[src/rtl/stage_wback_ext.sv]
// ---------------------------------------------------------------------------
// stage_wback_ext -- writeback (W) stage of the in-order core.
//
// Registers the memory-stage bundle into the W pipeline register (supports
// stall, flush and a valid bit), extracts and sign/zero-extends load data,
// selects the writeback result (ALU / load / PC+4 / CSR) and drives the
// register-file write port, which also serves as the WB forwarding path.
//
// Optional feature: define RETIRE_CNT_EN to add the retireCount output, a
// CNT_W-bit count of instructions leaving W. Without the macro the port
// and the counter are absent.
//
// Parameters:
//   XLEN       datapath width, 32 or 64
//   REG_ADDR_W register address width
//   CNT_W      retire counter width (only meaningful with RETIRE_CNT_EN)
//
// Ports:
//   clk, rst     clock; synchronous active-high reset
//   stallW       hold the W register
//   flushW       load a bubble into W (wins over stallW)
//   validM       M bundle is a real instruction
//   regWriteM    instruction writes rd
//   regSrcM      result source: 00 ALU, 01 MEM, 10 PC+4, 11 CSR
//   loadTypeM    RISC-V load funct3
//   rdAddrM      destination register
//   aluResultM   ALU result, also the load address
//   readDataM    raw aligned memory word
//   pcPlus4M     PC+4
//   csrDataM     CSR read value
//   regWrite     register-file write enable (never for x0)
//   rdAddr       register-file write address
//   result       writeback / forwarding data
//   validW       W holds a valid instruction
//   retireCount  retired-instruction count (RETIRE_CNT_EN only)
// ---------------------------------------------------------------------------
module stage_wback_ext #(
    parameter int XLEN       = 32,
    parameter int REG_ADDR_W = 5,
    parameter int CNT_W      = 64
) (
    input  logic                  clk,
    input  logic                  rst,
    input  logic                  stallW,
    input  logic                  flushW,
    input  logic                  validM,
    input  logic                  regWriteM,
    input  logic [1:0]            regSrcM,
    input  logic [2:0]            loadTypeM,
    input  logic [REG_ADDR_W-1:0] rdAddrM,
    input  logic [XLEN-1:0]       aluResultM,
    input  logic [XLEN-1:0]       readDataM,
    input  logic [XLEN-1:0]       pcPlus4M,
    input  logic [XLEN-1:0]       csrDataM,
    output logic                  regWrite,
    output logic [REG_ADDR_W-1:0] rdAddr,
    output logic [XLEN-1:0]       result,
    output logic                  validW
`ifdef RETIRE_CNT_EN
    ,
    output logic [CNT_W-1:0]      retireCount
`endif
);

    // Byte-offset width inside one XLEN word (2 for RV32, 3 for RV64).
    localparam int OFF_W = $clog2(XLEN / 8);

    if (!(XLEN == 32 || XLEN == 64) || CNT_W < 1) begin : g_param_check
        $error("stage_wback_ext: XLEN must be 32 or 64 and CNT_W at least 1");
    end

    typedef enum logic [1:0] {
        SRC_ALU = 2'b00,
        SRC_MEM = 2'b01,
        SRC_PC4 = 2'b10,
        SRC_CSR = 2'b11
    } src_e;

    typedef enum logic [2:0] {
        LD_B  = 3'b000,
        LD_H  = 3'b001,
        LD_W  = 3'b010,
        LD_D  = 3'b011,
        LD_BU = 3'b100,
        LD_HU = 3'b101,
        LD_WU = 3'b110
    } load_e;

    typedef struct packed {
        logic                  valid;
        logic                  reg_write;
        src_e                  src;
        load_e                 load_type;
        logic [REG_ADDR_W-1:0] rd;
        logic [XLEN-1:0]       alu;
        logic [XLEN-1:0]       rdata;
        logic [XLEN-1:0]       pc4;
        logic [XLEN-1:0]       csr;
    } w_bundle_t;

    w_bundle_t m_bundle;
    w_bundle_t w_q;

    assign m_bundle = '{
        valid:     validM,
        reg_write: regWriteM,
        src:       src_e'(regSrcM),
        load_type: load_e'(loadTypeM),
        rd:        rdAddrM,
        alu:       aluResultM,
        rdata:     readDataM,
        pc4:       pcPlus4M,
        csr:       csrDataM
    };

    // W pipeline register: rst > flushW > stallW > capture. A flush only
    // needs to kill valid/regWrite; the payload fields simply hold.
    // NOTE: sequential state uses non-blocking (<=) so every flop samples
    // pre-edge values regardless of process ordering.
    always_ff @(posedge clk) begin
        if (rst) begin
            w_q <= '0;
        end else if (flushW) begin
            w_q.valid     <= 1'b0;
            w_q.reg_write <= 1'b0;
        end else if (!stallW) begin
            w_q <= m_bundle;
        end
    end

    // Load lane extraction. Offset low bits select the lane; halfword
    // drops bit 0, word (RV64) uses only the top offset bit, so misaligned
    // addresses are silently truncated rather than trapped.
    logic [OFF_W-1:0] off;
    logic [7:0]       lane_b;
    logic [15:0]      lane_h;
    logic [31:0]      lane_w;
    logic [XLEN-1:0]  load_data;

    // NOTE: every variable written in an always_comb gets a default first,
    // so no path through the case statements can infer a latch.
    always_comb begin
        off       = w_q.alu[OFF_W-1:0];
        lane_b    = 8'(w_q.rdata >> {off, 3'b000});
        lane_h    = 16'(w_q.rdata >> {off[OFF_W-1:1], 4'b0000});
        // For RV32 both halves of this select are the same word.
        lane_w    = off[OFF_W-1] ? w_q.rdata[XLEN-1 -: 32] : w_q.rdata[31:0];
        load_data = w_q.rdata;
        case (w_q.load_type)
            LD_B:    load_data = XLEN'($signed(lane_b));
            LD_BU:   load_data = XLEN'(lane_b);
            LD_H:    load_data = XLEN'($signed(lane_h));
            LD_HU:   load_data = XLEN'(lane_h);
            LD_W:    load_data = XLEN'($signed(lane_w));
            // LWU only exists on RV64; RV32 passes the raw word through.
            LD_WU:   load_data = (XLEN == 64) ? XLEN'(lane_w) : w_q.rdata;
            default: load_data = w_q.rdata;   // LD and funct3 111
        endcase
    end

    always_comb begin
        result = w_q.alu;
        case (w_q.src)
            SRC_ALU: result = w_q.alu;
            SRC_MEM: result = load_data;
            SRC_PC4: result = w_q.pc4;
            SRC_CSR: result = w_q.csr;
            default: result = w_q.alu;
        endcase
    end

    // x0 is hard-wired zero, so a write to it is never issued.
    assign regWrite = w_q.reg_write & w_q.valid & (w_q.rd != '0);
    assign rdAddr   = w_q.rd;
    assign validW   = w_q.valid;

`ifdef RETIRE_CNT_EN
    // An instruction leaves W when it is valid and W is either advancing
    // or being flushed; a stalled instruction is counted once it moves on.
    logic [CNT_W-1:0] retire_q;

    always_ff @(posedge clk) begin
        if (rst) begin
            retire_q <= '0;
        end else if (w_q.valid && (!stallW || flushW)) begin
            retire_q <= retire_q + CNT_W'(1);
        end
    end

    assign retireCount = retire_q;
`endif

endmodule

[config.mk]
export PLATFORM = sky130hd
export DESIGN_NAME = stage_wback_ext
export DESIGN_NICKNAME = d
export VERILOG_FILES = /design/src/rtl/stage_wback_ext.sv
export SDC_FILE = /design/constraint.sdc
export NUM_CORES = 1
export LEC_CHECK = 0
export BUFFER_PORTS_ARGS = -buffer_cell sky130_fd_sc_hd__buf_2
export CORE_MARGIN = 3
export CORE_UTILIZATION = 48
export CTS_CLUSTER_DIAMETER = 60
export DETAILED_ROUTE_END_ITERATION = 8
export GPL_TIMING_DRIVEN = 0
export HOLD_SLACK_MARGIN = 0.08
export PLACE_DENSITY = 0.75
export SYNTH_ARGS = -nofsm -noshare
export SYNTH_HDL_FRONTEND = slang
export SYNTH_SLANG_ARGS = --single-unit
[constraint.sdc]
create_clock -name clk -period 2.3 [get_ports clk]
set_clock_uncertainty 0.2 [all_clocks]
set_input_delay 0.46 -clock clk [delete_from_list [all_inputs] [get_ports clk]]
set_output_delay 0.46 -clock clk [all_outputs]
set_load 0.01 [all_outputs]
# ---- Yosys cells after proc, flatten, opt, wreduce, memory -nomap -nowiden
# Index checks and enable logic that the tools add are counted.
# W data, S select, Z words.
dict set report word_totals {
  mem_bits_rw 0
  out_inout_bits 39
  regBits 140
  latchBits 0
  memories 0
  in_bits 144
  elab_cells 28
  rom_bits 0
}
dict set report classes {
  shift 2
  n_mux 2
  n_eq_ne 6
  reduce_logical 5
  n_lt_le_gt_ge 0
  n_mul 0
  n_div 0
  n_addsub 0
  bitwise 4
}
# op n
set op_table {}
lappend op_table {{$pmux W32 S4} 2}
lappend op_table {{$shr A32 B5 Y16} 1}
lappend op_table {{$shr A32 B5 Y8} 1}
lappend op_table {{$eq A3 B3 Y1 const B} 2}
lappend op_table {{$reduce_bool A5 Y1} 1}
lappend op_table {{$eq A2 B2 Y1 const B} 2}
lappend op_table {{$eq A3 B1 Y1 const B} 1}
lappend op_table {{$logic_not A3 Y1} 1}
lappend op_table {{$and A1 B1 Y1} 2}
lappend op_table {{$eq A2 B1 Y1 const B} 1}
lappend op_table {{$logic_not A2 Y1} 1}
lappend op_table {{$not A1 Y1} 2}
lappend op_table {{$reduce_and A2 Y1} 1}
lappend op_table {{$reduce_or A2 Y1} 1}

# ---- Longest topological paths before layout
dict set report logic_depth {
  depth_word 3
  ltp_mapped 6
  depth_no_buf 4
}

# ---- Worst setup path after synthesis
# OpenSTA, ideal clock, no wires.
dict set report synth_path {
  kind {register to output}
  start {reg w_q (netlist bit off[0])}
  end {out result[7]}
  t_arrival_ns 1.512
  n_path_buf 2
  required_time_ns 1.640
  stages_incl_launch_ff 7
  path_slack_ns 0.128
  cell_sequence {dfxtp_1 buf_2 nor2b_1 clkbuf_1 mux2i_1 o21ai_1 mux4_2}
}
dict set report synth_between {
  elab_chain_cells 3
}
# item line
set synth_rtl {}
lappend synth_rtl {{start: declaration} 102} ;# w_bundle_t w_q;
lappend synth_rtl {{start signal: assignment} 127} ;# w_q <= m_bundle;
lappend synth_rtl {{$shr A32 B5 Y8} 144} ;# lane_b = 8'(w_q.rdata >> {off, 3'b000});
lappend synth_rtl {{$pmux W32 S4} 149} ;# case (w_q.load_type)
lappend synth_rtl {{$pmux W32 S4} 163} ;# case (w_q.src)
lappend synth_rtl {{end: declaration} 57} ;# output logic [XLEN-1:0] result,
# No other way between the ends.

# ---- Final worst setup path
dict set report layout_path {
  start {reg w_q (netlist bit off[1])}
  end {out result[7]}
}
dict set report layout_between {
  elab_chain_cells 3
  elab_cells_between_ends 4
  classes_between {shift (2); mux (2)}
}
# item line
set layout_rtl {}
lappend layout_rtl {{$shr A32 B5 Y16 or $shr A32 B5 Y8 (tied branches)} {145, 144}}
lappend layout_rtl {{$pmux W32 S4 *} 149}
lappend layout_rtl {{$pmux W32 S4 *} 163}
# Every way passes the cells marked *; elsewhere a longest branch is shown, timed or not.

==> impl_metrics.json <==
{
  "status": "finished, violations left",
  "violations": "setup timing",
  "synth-edff-count": 0,
  "dpl.hpwl_um": 15100,
  "num_rows": 41,
  "ys_warn_count": 0,
  "setup_viol": 32,
  "cap_violations": 0,
  "synth_top_family_by_area": "compound AO/OA/AOI/OAI gates",
  "ys_ff_latch": 140,
  "cts_made_buffers": 17,
  "clk_pin_slew_ns": 0.06,
  "vias": 7122,
  "maxSlewViolCount": 0,
  "drive_gt1_share_pct": 27.0,
  "port_buffers": 181,
  "dieArea_sq_um": 14600,
  "synthTopCellsByArea": "dfxtp_1 44%, nand2_1 17%, a21oi_1 12%, mux2i_1 4.6%, clkbuf_1 3.5%",
  "drc_errors": 0,
  "synth-simple-area-share_pct": 20.0,
  "p_int_uw": 4750,
  "hold_viol_final": 0,
  "comb_power_share_pct": 15.4,
  "peakVddDrop_uv": 550,
  "pwr-share-seq_pct": 40.8,
  "io-pin-count": 183,
  "p_leak_uw": 0.00378,
  "swShare_pct": 26.2,
  "synth_top_area_cell": "dfxtp_1",
  "cp_max_fo": 4,
  "grt_pass1_wl_um": 34000,
  "syn_nets": 972,
  "cp.arrival_ns": 2.17,
  "worst_slew_pin_slew_ns": 1.05,
  "final_core_util_pct": 73.2,
  "seq_area_sq_um": 2810,
  "ys.flop_type": "dfxtp_1",
  "ys_seq_area_share_pct": 44.2,
  "insertion_delay_ns": 0.43,
  "viasPerCell": 5.45,
  "core_sq_um": 12800,
  "synth_common_cells": "284 x nand2_1, 157 x a21oi_1, 140 x dfxtp_1, 59 x clkbuf_1, 29 x mux2i_1",
  "cts.path.max_buffers": 2,
  "period_share_pct": 123,
  "synthXorXnorAreaFrac_pct": 0,
  "grt_max_degree": 17,
  "crit_start": "off[1]",
  "fin_total_pwr_uw": 6440,
  "clock_sinks": 140,
  "powerDensity_nw_per_um2": 689,
  "dr.first_iter.drc_count": 858,
  "ant_nets": 0,
  "grt_pass1_vias": 6761,
  "track_usage_pct": 29.8,
  "placed_cell_area_sq_um": 7460,
  "timing.fmax_ghz": 0.353,
  "synth_compound_area_share_pct": 22.4,
  "initial_utilization_pct": 49.6,
  "stdcell_area_sq_um": 9350,
  "overflow": 0,
  "final_nets": 1266,
  "synth.distinct_cells": 37,
  "synth_top_area_share_pct": 44.2,
  "relSlewSlack_pct": 30.1,
  "synth_mux_area_share_pct": 7.72,
  "die_y_um": 121,
  "clkPwrFrac_pct": 43.8,
  "rsz0062_at_grt": "yes",
  "setup_slack_ns": -0.533,
  "crit_required_ns": 1.64,
  "antenna_cells": 0,
  "root_buffer": "clkbuf_16",
  "multi_input_area_sq_um": 3340,
  "critPathCaptureType": "primary output",
  "ys_async_sr_fraction_pct": 0,
  "min_from": "readDataM[7]",
  "yosysMostFrequentCell": "nand2_1",
  "preCtsSetupSlack_ns": -0.255,
  "synth-adder-area-share_pct": 0,
  "reg2reg_from": "w_q[137]",
  "cts_tree": "yes",
  "antenna_found_initial": 0,
  "syn-cell-area_sq_um": 6340,
  "fin_crit_ns": 2.83,
  "reg2reg_slack_ns": 0.82,
  "hold_class": "input pin to register",
  "avgSynthCellArea_sq_um": 7.66,
  "syn_inst": 828,
  "start_kind": "register",
  "wl_um": 22500,
  "wl_per_cell_um": 17.2,
  "die_w_um": 121,
  "drtPass1Iterations": 7,
  "worstSetupPathType": "register to primary output",
  "syn_to_final_growth_pct": 47.5,
  "switching_power_uw": 1690,
  "nFillCells": 920,
  "place_congestion": 0.961,
  "cts_htree_levels": 4
}
## final cells by class
cell class / instances / share of cell area [%]
Clock buffer: 18 / 4.70
Clock inverter: 14 / 1.82
Inverter: 11 / 0.442
Buffer: 73 / 4.34
Timing Repair Buffer: 278 / 20.5
Sequential cell: 140 / 30.1
Multi-Input combinational cell: 601 / 35.8
Tap cell: 172 / 2.30
## per-layer routing
layer | up-vias | wire, um | global-route usage, %
li1 | 3417 | - | -
met1 | 3263 | 9150 | 38.6
met2 | 374 | 10600 | 47.8
met3 | 68 | 1870 | 5.97
met4 | 0 | 882 | 14.2
met5 | - | 0 | 0
## power groups by stage
stage | clock network (uW) | registers [uW] | logic, uW
floorplan | 0 | 2640 | 465
detailed placement | 0 | 2670 | 774
global placement | 0 | 2660 | 765
finish | 2820 | 2620 | 990
CTS | 2830 | 2620 | 912
global route | 2950 | 2630 | 1070
## sequential cells by signal, indices dropped and copies added (netlist names)
register  count
lane_w       32
validW        1
rdAddr        5
off           2
w_q         100
## kinds of logic (layout without fill, tap and decap cells)
family / after synthesis / count (layout)
and+or+nand+nor: 314 / 314
AOI/OAI and AO/OA: 242 / 242
DFF: 140 / 140
buffers and inverters: 87 / 394
muxes: 45 / 45
## path summary, 6_finish.rpt
path,to,cells after the start
setup / recovery,result[7],6
hold / removal,lane_w[7],3
setup reg to reg,w_q[137],5
hold reg to reg,w_q[59],2
## cell usage in the layout (no fill, tap or decap), types with 7 or more instances in the layout
cell	Yosys	final
a21oi_1	157	156
a22oi_1	14	11
buf_2	9	179
buf_4	6	19
buf_6	0	19
clkbuf_1	59	45
clkbuf_16	0	18
dfxtp_1	140	134
dlygate4sd3_1	0	74
inv_1	10	10
mux2_1	13	11
mux2i_1	29	28
nand2_1	284	284
o211ai_1	14	14
o21ai_1	15	9
o22a_1	16	16
o22ai_1	7	7
or3_1	8	7
## what timing repair did
action | 4_1_cts | 5_1_grt
pin swaps | 13 | 21
gates resized for setup | 48 | 68
endpoints found under the hold margin | 75 | 0
setup buffers | 12 | 8
endpoints found under the setup margin | 32 | 32
gates cloned | 0 | 3
hold buffers | 74 | 0
## metrics by stage
| stage | TNS (ns) | hold slack, ns | cells |
|---|---|---|---|
| final | -13.31 | 0.0874 | 1307 |
| after global routing | -15.15 | 0.0869 | 1307 |
| after CTS | -11.45 | 0.0811 | 1297 |
| after detailed placement | -11.27 | 0.246 | 1181 |
| after global placement | -7.26 | 0.240 | 1181 |
| after floorplan | 0 | 0.232 | 828 |
## critical path, cell delays in order, from the launching register on
cell,delay [ns]
dfxtp_4,0.38
mux2_4,0.35
buf_6,0.13
mux2i_2,0.14
o21ai_1,0.11
mux4_2,0.50
buf_6,0.15
Power figures use the tool's default switching activity.
